$ cat config.mk
export PLATFORM = sky130hd
export DESIGN_NAME = viterbi_dec_param
export DESIGN_NICKNAME = d
export VERILOG_FILES = /design/src/rtl/viterbi_pkg.sv /design/src/rtl/viterbi_acs.sv /design/src/rtl/viterbi_dec_param.sv
export SDC_FILE = /design/constraint.sdc
export NUM_CORES = 1
export LEC_CHECK = 0
export CORE_MARGIN = 4
export CORE_UTILIZATION = 30
export CTS_BUF_LIST = sky130_fd_sc_hd__clkbuf_2
export DETAILED_ROUTE_END_ITERATION = 7
export GPL_ROUTABILITY_DRIVEN = 1
export MAX_ROUTING_LAYER = met4
export PLACE_DENSITY = 0.52
export SLEW_MARGIN = 30
export SYNTH_ARGS = -nofsm -noshare
export SYNTH_HDL_FRONTEND = slang
export SYNTH_SLANG_ARGS = --single-unit
$ cat constraint.sdc
create_clock -name clk -period 10.6 [get_ports clk]
set_input_delay 1.59 -clock clk [delete_from_list [all_inputs] [get_ports clk]]
set_output_delay 1.59 -clock clk [all_outputs]
set_load 0.01 [all_outputs]
$ cat src/rtl/viterbi_pkg.sv
// viterbi_pkg: shared types, limits and helper functions
// for the parametrised hard-decision Viterbi decoder.
package viterbi_pkg;

    localparam int K_MIN    = 3;
    localparam int K_MAX    = 6;
    localparam int D_MIN    = 2;
    localparam int PM_W_MIN = 3;
    localparam int PM_W_MAX = 16;

    typedef enum logic {
        ST_ACC   = 1'b0,
        ST_DRAIN = 1'b1
    } vit_state_e;

    function automatic logic parity(input logic [K_MAX-1:0] v);
        return ^v;
    endfunction

    // Hamming distance between received and expected symbol
    function automatic logic [1:0] branch_metric(
        input logic [1:0] rx,
        input logic [1:0] ex
    );
        logic [1:0] d;
        d = rx ^ ex;
        return {d[1] & d[0], d[1] ^ d[0]};
    endfunction

    function automatic bit cfg_ok(
        input int k,
        input int d,
        input int pm_w
    );
        return (k >= K_MIN) && (k <= K_MAX) &&
               (d >= D_MIN) &&
               (pm_w >= PM_W_MIN) && (pm_w <= PM_W_MAX);
    endfunction

endpackage

$ cat src/rtl/viterbi_acs.sv
// viterbi_acs: add-compare-select plus register-exchange
// survivor update for one next state NS_IDX.
module viterbi_acs
    import viterbi_pkg::*;
#(
    parameter int K      = 3,
    parameter int G0     = 'b111,
    parameter int G1     = 'b101,
    parameter int D      = 15,
    parameter int PM_W   = 6,
    parameter int NS_IDX = 0
) (
    input  logic [1:0]      i_sym,
    input  logic [PM_W-1:0] i_pm0,
    input  logic [PM_W-1:0] i_pm1,
    input  logic [D-2:0]    i_surv0,
    input  logic [D-2:0]    i_surv1,
    output logic [PM_W-1:0] o_pm,
    output logic [D-1:0]    o_surv
);

    localparam int NS = 1 << (K - 1);
    localparam int U  = (NS_IDX >> (K - 2)) & 1;
    localparam int P0 = (NS_IDX << 1) & (NS - 1);
    localparam int P1 = P0 | 1;
    localparam int W0 = (U << (K - 1)) | P0;
    localparam int W1 = (U << (K - 1)) | P1;

    localparam logic U_BIT = 1'(U);
    localparam logic [1:0] E0 = {parity(K_MAX'(W0 & G0)),
                                 parity(K_MAX'(W0 & G1))};
    localparam logic [1:0] E1 = {parity(K_MAX'(W1 & G0)),
                                 parity(K_MAX'(W1 & G1))};
    localparam logic [PM_W-1:0] PM_MAX = '1;

    logic [1:0]      w_bm0;
    logic [1:0]      w_bm1;
    logic [PM_W:0]   w_sum0;
    logic [PM_W:0]   w_sum1;
    logic [PM_W-1:0] w_c0;
    logic [PM_W-1:0] w_c1;
    logic            w_sel;

    // saturating add, keep lower candidate, tie goes to pred LSB 0
    always_comb begin
        w_bm0  = branch_metric(i_sym, E0);
        w_bm1  = branch_metric(i_sym, E1);
        w_sum0 = {1'b0, i_pm0} + {{(PM_W-1){1'b0}}, w_bm0};
        w_sum1 = {1'b0, i_pm1} + {{(PM_W-1){1'b0}}, w_bm1};
        w_c0   = w_sum0[PM_W] ? PM_MAX : w_sum0[PM_W-1:0];
        w_c1   = w_sum1[PM_W] ? PM_MAX : w_sum1[PM_W-1:0];
        w_sel  = (w_c1 < w_c0);
        o_pm   = w_sel ? w_c1 : w_c0;
        o_surv = w_sel ? {i_surv1, U_BIT} : {i_surv0, U_BIT};
    end

endmodule

$ cat src/rtl/viterbi_dec_param.sv
// viterbi_dec_param: rate-1/2 hard-decision Viterbi decoder with
// register-exchange survivors, flow control and frame drain.
module viterbi_dec_param
    import viterbi_pkg::*;
#(
    parameter int K    = 3,
    parameter int G0   = 'b111,
    parameter int G1   = 'b101,
    parameter int D    = 15,
    parameter int PM_W = 6
) (
    input  logic            clk,
    input  logic            rst_n,
    input  logic            in_valid,
    output logic            in_ready,
    input  logic [1:0]      in_sym,
    input  logic            in_last,
    output logic            out_valid,
    input  logic            out_ready,
    output logic            out_bit,
    output logic            out_last,
    output logic [PM_W-1:0] best_metric
);

    localparam int NS = 1 << (K - 1);
    localparam int SW = K - 1;
    localparam int CW = $clog2(D + 1);
    localparam int DW = $clog2(D);

    localparam logic [PM_W-1:0] PM_MAX   = '1;
    localparam logic [CW-1:0]   CNT_MAX  = CW'(D);
    localparam logic [CW-1:0]   CNT_EMIT = CW'(D - 1);
    localparam logic [DW-1:0]   DRN_MAX  = DW'(D - 1);

    if (!cfg_ok(K, D, PM_W)) begin : g_cfg_err
        $error("viterbi_dec_param: illegal K, D or PM_W");
    end

    vit_state_e      r_state;
    vit_state_e      w_state_nxt;

    logic [PM_W-1:0] r_pm       [NS];
    logic [D-2:0]    r_surv     [NS];
    logic [PM_W-1:0] w_pm_new   [NS];
    logic [D-1:0]    w_surv_new [NS];

    logic [PM_W-1:0] w_min;
    logic [SW-1:0]   w_best;
    logic [D-1:0]    w_best_surv;

    logic [CW-1:0]   r_cnt;
    logic [CW-1:0]   w_cnt_new;
    logic [DW-1:0]   r_drn;
    logic [DW-1:0]   w_drain_n;
    logic [D-2:0]    r_drain;
    logic [PM_W-1:0] r_best_metric;
    logic [PM_W:0]   w_bm_sum;

    logic            r_out_valid;
    logic            r_out_bit;
    logic            r_out_last;

    logic            w_acc;
    logic            w_last_acc;
    logic            w_out_hs;
    logic            w_emit;
    logic            w_done;
    logic            w_reinit;
    logic            w_drain_ld;

    for (genvar g = 0; g < NS; g++) begin : g_acs
        localparam int P0 = (g * 2) % NS;
        viterbi_acs #(
            .K      (K),
            .G0     (G0),
            .G1     (G1),
            .D      (D),
            .PM_W   (PM_W),
            .NS_IDX (g)
        ) u_acs (
            .i_sym   (in_sym),
            .i_pm0   (r_pm[P0]),
            .i_pm1   (r_pm[P0+1]),
            .i_surv0 (r_surv[P0]),
            .i_surv1 (r_surv[P0+1]),
            .o_pm    (w_pm_new[g]),
            .o_surv  (w_surv_new[g])
        );
    end

    // best state: strict compare keeps the lowest index on ties
    always_comb begin
        w_min  = w_pm_new[0];
        w_best = '0;
        for (int i = 1; i < NS; i++) begin
            if (w_pm_new[i] < w_min) begin
                w_min  = w_pm_new[i];
                w_best = SW'(i);
            end
        end
    end

    assign w_best_surv = w_surv_new[w_best];

    // handshakes, symbol count and drain length
    always_comb begin
        w_acc      = in_valid && in_ready;
        w_last_acc = w_acc && in_last;
        w_out_hs   = r_out_valid && out_ready;
        w_emit     = (r_cnt >= CNT_EMIT);
        w_cnt_new  = (r_cnt == CNT_MAX) ? CNT_MAX : r_cnt + CW'(1);
        w_drain_n  = (w_cnt_new > CNT_EMIT) ? DRN_MAX : DW'(w_cnt_new);
        w_done     = (r_state == ST_DRAIN) && w_out_hs && r_out_last;
        w_reinit   = w_done || (w_last_acc && (w_drain_n == '0));
        w_drain_ld = (r_state == ST_DRAIN) &&
                     (!r_out_valid || out_ready) && (r_drn != '0);
        w_bm_sum   = {1'b0, r_best_metric} + {1'b0, w_min};
    end

    // FSM state register
    always_ff @(posedge clk or negedge rst_n) begin
        if (!rst_n) r_state <= ST_ACC;
        else        r_state <= w_state_nxt;
    end

    // FSM next state
    always_comb begin
        w_state_nxt = r_state;
        case (r_state)
            ST_ACC:
                if (w_last_acc && (w_drain_n != '0))
                    w_state_nxt = ST_DRAIN;
            ST_DRAIN:
                if (w_done)
                    w_state_nxt = ST_ACC;
        endcase
    end

    // FSM outputs: input accepted only in ACC with a free out register
    always_comb begin
        in_ready = rst_n && (r_state == ST_ACC) &&
                   (!r_out_valid || out_ready);
    end

    // path metrics (normalised), survivors, counters, drain buffer
    always_ff @(posedge clk or negedge rst_n) begin
        if (!rst_n) begin
            for (int i = 0; i < NS; i++) begin
                r_pm[i]   <= (i == 0) ? '0 : PM_MAX;
                r_surv[i] <= '0;
            end
            r_cnt         <= '0;
            r_best_metric <= '0;
            r_drain       <= '0;
            r_drn         <= '0;
        end else if (w_reinit) begin
            for (int i = 0; i < NS; i++) begin
                r_pm[i]   <= (i == 0) ? '0 : PM_MAX;
                r_surv[i] <= '0;
            end
            r_cnt         <= '0;
            r_best_metric <= '0;
            r_drn         <= '0;
        end else begin
            if (w_acc) begin
                for (int i = 0; i < NS; i++) begin
                    r_pm[i]   <= w_pm_new[i] - w_min;
                    r_surv[i] <= w_surv_new[i][D-2:0];
                end
                r_cnt         <= w_cnt_new;
                r_best_metric <= w_bm_sum[PM_W] ? PM_MAX
                                                : w_bm_sum[PM_W-1:0];
                if (in_last) begin
                    r_drain <= w_best_surv[D-2:0];
                    r_drn   <= w_drain_n;
                end
            end
            if (w_drain_ld)
                r_drn <= r_drn - DW'(1);
        end
    end

    // output register: decided bit in ACC, buffered bits in DRAIN
    always_ff @(posedge clk or negedge rst_n) begin
        if (!rst_n) begin
            r_out_valid <= 1'b0;
            r_out_bit   <= 1'b0;
            r_out_last  <= 1'b0;
        end else if (r_state == ST_ACC) begin
            if (w_acc && w_emit) begin
                r_out_valid <= 1'b1;
                r_out_bit   <= w_best_surv[D-1];
                r_out_last  <= 1'b0;
            end else if (w_out_hs) begin
                r_out_valid <= 1'b0;
            end
        end else begin
            if (w_done) begin
                r_out_valid <= 1'b0;
                r_out_last  <= 1'b0;
            end else if (w_drain_ld) begin
                r_out_valid <= 1'b1;
                r_out_bit   <= r_drain[r_drn - DW'(1)];
                r_out_last  <= (r_drn == DW'(1));
            end
        end
    end

    assign out_valid   = r_out_valid;
    assign out_bit     = r_out_bit;
    assign out_last    = r_out_last;
    assign best_metric = r_best_metric;

endmodule

After elaboration in Yosys (flattened, before gate mapping) --
Index checks and enable logic that the tools add are counted.
Word-level totals: register bits 112, latch bits 0, memory bits (writable) 0, bits in read-only memories 0, input port bits 7, output and inout bits 10, word-level logic and storage cells 147, memories 0
Cells by class: add/subtract/negate cells 15, $mul 0, divide/modulo/power cells 0, magnitude comparators 11, equality and inequality tests 5, shift operators 0, muxes and demuxes 58, bitwise operators 14, reduce and logical (&&, ||, !) cells 28
Operator list (count):
- $mux W56 | 2
- $mux W6 | 18
- $mux W15 | 6
- $add A6 B2 Y7 | 8
- $mux W24 | 2
- $lt A6 B6 Y1 | 7
- $mux W4 | 8
- $bmux W15 S2 | 1
- $sub A6 B6 Y6 | 4
- $mux W1 | 17
- $logic_and A1 B1 Y1 | 12
- $reduce_bool A3 Y1 | 3
- $reduce_bool A4 Y1 | 2
- $add A6 B6 Y7 | 1
- $reduce_and A2 Y1 | 3
- $reduce_and A3 Y1 | 2
- $lt A4 B5 Y1 const B | 1
- $add A4 B1 Y4 const B | 1
- $and A1 B1 Y1 | 4
- $bmux W1 S4 | 1
- $eq A4 B1 Y1 const B | 1
- $eq A4 B4 Y1 const B | 1
- $ge A4 B4 Y1 const B | 1
- $gt A4 B4 Y1 const B | 1
- 15 further kinds | 24

Logic depth before layout (Yosys ltp) --
word-level depth 18, mapped depth 51

By module --
A second synthesis with hierarchy kept.
Unflattened totals: cells, all modules 1251, area, all modules 10532.6 µm²
By module, submodules not included:
- viterbi_dec_param | times used 1, cells an instance 866, area an instance 7285.7 µm², seq. area each 2825.2 µm²
- viterbi_acs at g_acs[1].u_acs ... | times used 2, cells an instance 97, area an instance 819.5 µm², seq. area each 0.0 µm²
- viterbi_acs at g_acs[3].u_acs | times used 1, cells an instance 94, area an instance 815.8 µm², seq. area each 0.0 µm²
- viterbi_acs at g_acs[0].u_acs | times used 1, cells an instance 97, area an instance 792.0 µm², seq. area each 0.0 µm²

Worst setup path before layout --
OpenSTA, ideal clock, no wires.
path type in2reg, from input port in_sym[0], to register r_best_metric[5], in the netlist best_metric[5], library setup time 77 ps, arrival 10902 ps, slack -380 ps, stages on the path 45, cells stage by stage inv_1 ha_1 inv_1 ha_1 nor2b_1 o21ai_0 o21ai_0 and2_1 nand3_1 xor2_1 nand2_1 ha_1 a21oi_1 o221ai_1 nor2_4 mux2i_1 inv_1 ha_1 [9 not listed] nor2_1 a21oi_1 ha_1 a311o_1 a31o_1 o21ai_4 clkbuf_1 clkbuf_1 mux2i_1 ha_1 inv_1 fa_1 inv_1 o22ai_1 a21boi_0 nor3_1 mux2_1 a21oi_1
Between the ends: cells in the longest elaborated chain, start to end 16, elaborated cells between the ends (all ways) 44
RTL lines:
- from (decl) | line viterbi_dec_param.sv:16 | input logic [1:0] in_sym,
- $not A1 Y1 (no line) / $not A2 Y2 (equally long branches)
- $xor A1 B1 Y1 / $and A1 B1 Y1 (equally long branches) | line viterbi_pkg.sv:27 | return {d[1] & d[0], d[1] ^ d[0]};
- $add A6 B2 Y7 | line viterbi_acs.sv:49 | w_sum1 = {1'b0, i_pm1} + {{(PM_W-1){1'b0}}, w_bm1};
- $mux W6 | line viterbi_acs.sv:51 | w_c1 = w_sum1[PM_W] ? PM_MAX : w_sum1[PM_W-1:0];
- $lt A6 B6 Y1 | line viterbi_acs.sv:52 | w_sel = (w_c1 < w_c0);
- $mux W6 | line viterbi_acs.sv:53 | o_pm = w_sel ? w_c1 : w_c0;
- $lt A6 B6 Y1 | line viterbi_dec_param.sv:96 | if (w_pm_new[i] < w_min) begin
- $mux W6 | line viterbi_dec_param.sv:96
- $lt A6 B6 Y1 | line viterbi_dec_param.sv:96
- $mux W6 | line viterbi_dec_param.sv:96
- $lt A6 B6 Y1 | line viterbi_dec_param.sv:96
- $mux W6 (*) | line viterbi_dec_param.sv:96
- $add A6 B6 Y7 (*) | line viterbi_dec_param.sv:117 | w_bm_sum = {1'b0, r_best_metric} + {1'b0, w_min};
- $mux W6 (*) | line viterbi_dec_param.sv:171 | r_best_metric <= w_bm_sum[PM_W] ? PM_MAX
- $mux W6 (*) | line viterbi_dec_param.sv:165 | if (w_acc) begin
- $mux W6 (*) | line viterbi_dec_param.sv:156 | end else if (w_reinit) begin
- to (signal assigned) | line viterbi_dec_param.sv:171
- to (decl) | line viterbi_dec_param.sv:56 | logic [PM_W-1:0] r_best_metric;
Every way passes the cells marked *; elsewhere a longest branch is shown, timed or not. The select of a mux whose other input is x is not followed. A chain may end at the register's enable or synchronous reset.

Worst setup path after layout --
Same ends and word-level chain as after synthesis.

==> results.sh <==
export IMPL_status="completed"
export IMPL_end_kind="flop"
export IMPL_area_growth_pct=12.21
export IMPL_critPathKind="input pin to flop"
export IMPL_numPortBuffers=16
export IMPL_yosys_warnings=0
export IMPL_grt_pass1_wl_um=44100
export IMPL_setup_viol=0
export IMPL_r2r_start="r_pm[6]"
export IMPL_die_w_um=186.7
export IMPL_drtIter0Drc=377
export IMPL_drive_gt1_share_pct=14.59
export IMPL_first_pass_iters=7
export IMPL_gp_congestion=0.9191
export IMPL_finClkSkew_ps=59.99
export IMPL_dp_cells=1573
export IMPL_wl_per_cell_um=16.61
export IMPL_grtUsageTotal_pct=15.58
export IMPL_vias_per_cell=5.213
export IMPL_hold_viol_final=0
export IMPL_critical_path_max_fanout=5
export IMPL_nets=1270
export IMPL_layout_common_cells="134 x nor2_1, 119 x nand2_1, 89 x dfrtp_1"
export IMPL_max_cap_violations=0
export IMPL_h_tree_depth=3
export IMPL_max_freq_mhz=99.40
export IMPL_start_util_pct=30.35
export IMPL_hold_start="r_drain[9]"
export IMPL_holdPathEnd="r_drain[9]"
export IMPL_post_route_min_period_ps=10060
export IMPL_ys_flop_type="dfrtp_1"
export IMPL_row_count=65
export IMPL_synth_area_leaders="dfrtp_1 23%, ha_1 9.5%, mux2i_1 8.7%"
export IMPL_syn_area_per_cell_um2=8.343
export IMPL_ff2ff_setup_slack_ps=1820
export IMPL_dp_hpwl_um=19790
export IMPL_grt_remaining_overflow=0
export IMPL_ctsRootBufferMaster="clkbuf_2"
export IMPL_vias=8315
export IMPL_setup_ws_ps=539.6
export IMPL_antenna_cells=0
export IMPL_ys_seq_area_share_pct=28.19
export IMPL_clkSinkCount=107
export IMPL_syn_area_mm2=0.009578
export IMPL_clockBufferDepth=2
export IMPL_core_mm2=0.03156
export IMPL_yosys_register_bits=107
export IMPL_tightest_slew_ps=822.4
export IMPL_finalCritPeriodShare_pct=94.91
export IMPL_slew_viol_final=0
export IMPL_slowest_delay_ps=480
export IMPL_path_common_cell="ha_1"
export IMPL_clock_latency_ps=670
export IMPL_grt_max_degree=107
export IMPL_yosysTopAreaCellShare_pct=23.25
export IMPL_mostFrequentLayoutCell="nor2_1"
export IMPL_drtAntennaViolNets=0
export IMPL_cts_inserted_buffers=9
export IMPL_synth_largest_area_cell="dfrtp_1"
export IMPL_ios=17
export IMPL_yosysUniqueCellTypes=91
export IMPL_start_kind="input pin"
export IMPL_cts_clk_slew_worst_paths_ps=360
export IMPL_hold_class="flop to flop"
export IMPL_pre_cts_ws_ps=-260.3
export IMPL_antenna_found_initial=0
export IMPL_synth_cells=1148
export IMPL_grt_pass1_vias=8309
export IMPL_crit_required_ps=11220
export IMPL_synthArstFlopShare_pct=100.0
export IMPL_cts_tree="yes"
export IMPL_dieArea_mm2=0.03485
export IMPL_whs_path_depth=2
export IMPL_worst_r2r_endpoint="best_metric[5]"
export IMPL_synthesis_nets=1230
export IMPL_synth_edf_count=0
export IMPL_maxSlewHeadroom_pct=45.17
export IMPL_fp_dieH_um=186.7
export IMPL_wl_um=26490
export IMPL_r2r_cells=42
export IMPL_drc=0
export IMPL_cp_arrival_ps=10680
export IMPL_final_cells=1595
export IMPL_cp_slowest_cell="clkdlybuf4s50_1"
## flip-flops by register name (all words and copies together) (netlist names)
signal	flops
best_metric	6
out_bit	1
out_last	1
out_valid	1
r_cnt	4
r_drain	14
r_drn	4
r_pm	24
r_state	1
r_surv	51
## critical path, delay by kind of cell
family | cells | cell delay [ps]
and+or+nand+nor | 8 | 1020
muxes | 5 | 1420
xor gates and xnor gates | 1 | 150
AOI/OAI and AO/OA | 17 | 3180
adders and majority gates | 8 | 2310
buffers and inverters | 7 | 1000
## per-stage QoR
stage | hold WS, ps | instance area (um2) | TNS, ps | utilization, %
floorplan | 440.8 | 9588 | 0 | -
global placement | 457.2 | 10520 | 0 | 33.32
detailed placement | 469.9 | 10520 | -1835 | 33.32
CTS | 531.6 | 10660 | 0 | 33.77
global route | 561.6 | 10750 | -55.84 | 34.06
finish | 519.6 | 10750 | 0 | 34.06
## Yosys cell counts (10+ instances only)
cell type / instances
nand2b_1: 10
mux2i_1: 83
clkbuf_1: 43
o21ai_0: 72
nand3_1: 25
ha_1: 73
mux2_2: 10
inv_1: 59
nand2_1: 119
dfstp_2: 18
a211oi_1: 48
o21a_1: 11
nor2_1: 136
a21o_1: 11
xnor2_1: 35
o211ai_1: 11
dfrtp_1: 89
buf_2: 11
a21oi_1: 77
xor2_1: 19
## layout make-up
class	instances	area, um2
fillers	3298	20810
flip-flops and latches	107	2700
multi-input cells	916	6432
clock inverters	7	96.34
repair buffers	93	739.5
inverters	61	231.5
well taps	402	503.0
clock buffers	9	45.04
## worst max-delay path by stage
stage	from	end	slack (ps)
finish	in_sym[0]	best_metric[5]	540
detailed placement	in_sym[0]	best_metric[5]	-260
global placement	in_sym[0]	best_metric[5]	110
floorplan	in_sym[0]	best_metric[5]	0.6
global route	in_sym[0]	best_metric[5]	-40
CTS	in_sym[0]	best_metric[5]	460
## per-layer routing
layer	track usage, %	vias to the layer above	share of wire (%)
li1	-	4181	-
met3	1.796	15	2.0
met4	2.332	0	0.87
met1	20.60	4039	49
met2	26.40	80	48
met5	-	-	0
## kinds of logic (layout without fill, tap and decap cells)
| family | Yosys count | after routing | share of synthesized area, % |
|---|---|---|---|
| AND/OR/NAND/NOR | 353 | 353 | 16.46 |
| AO/OA/AOI/OAI | 326 | 326 | 22.91 |
| buffers and inverters | 125 | 170 | 5.382 |
| flip-flops | 107 | 107 | 28.19 |
| multiplexers | 100 | 100 | 11.22 |
| adder cells (fa/ha/maj) | 82 | 82 | 10.73 |
| XOR/XNOR | 55 | 55 | 5.108 |
## what timing repair did
action / 4_1_cts / 5_1_grt
gates resized for setup: 0 / 9
endpoints found under the setup margin: 0 / 16
setup buffers: 0 / 6
hold buffers: 0 / 0
hold endpoints to repair: 0 / 0
Power is not shown: default switching activity piles up to over one toggle a cycle in this logic, so the estimate is an artifact.
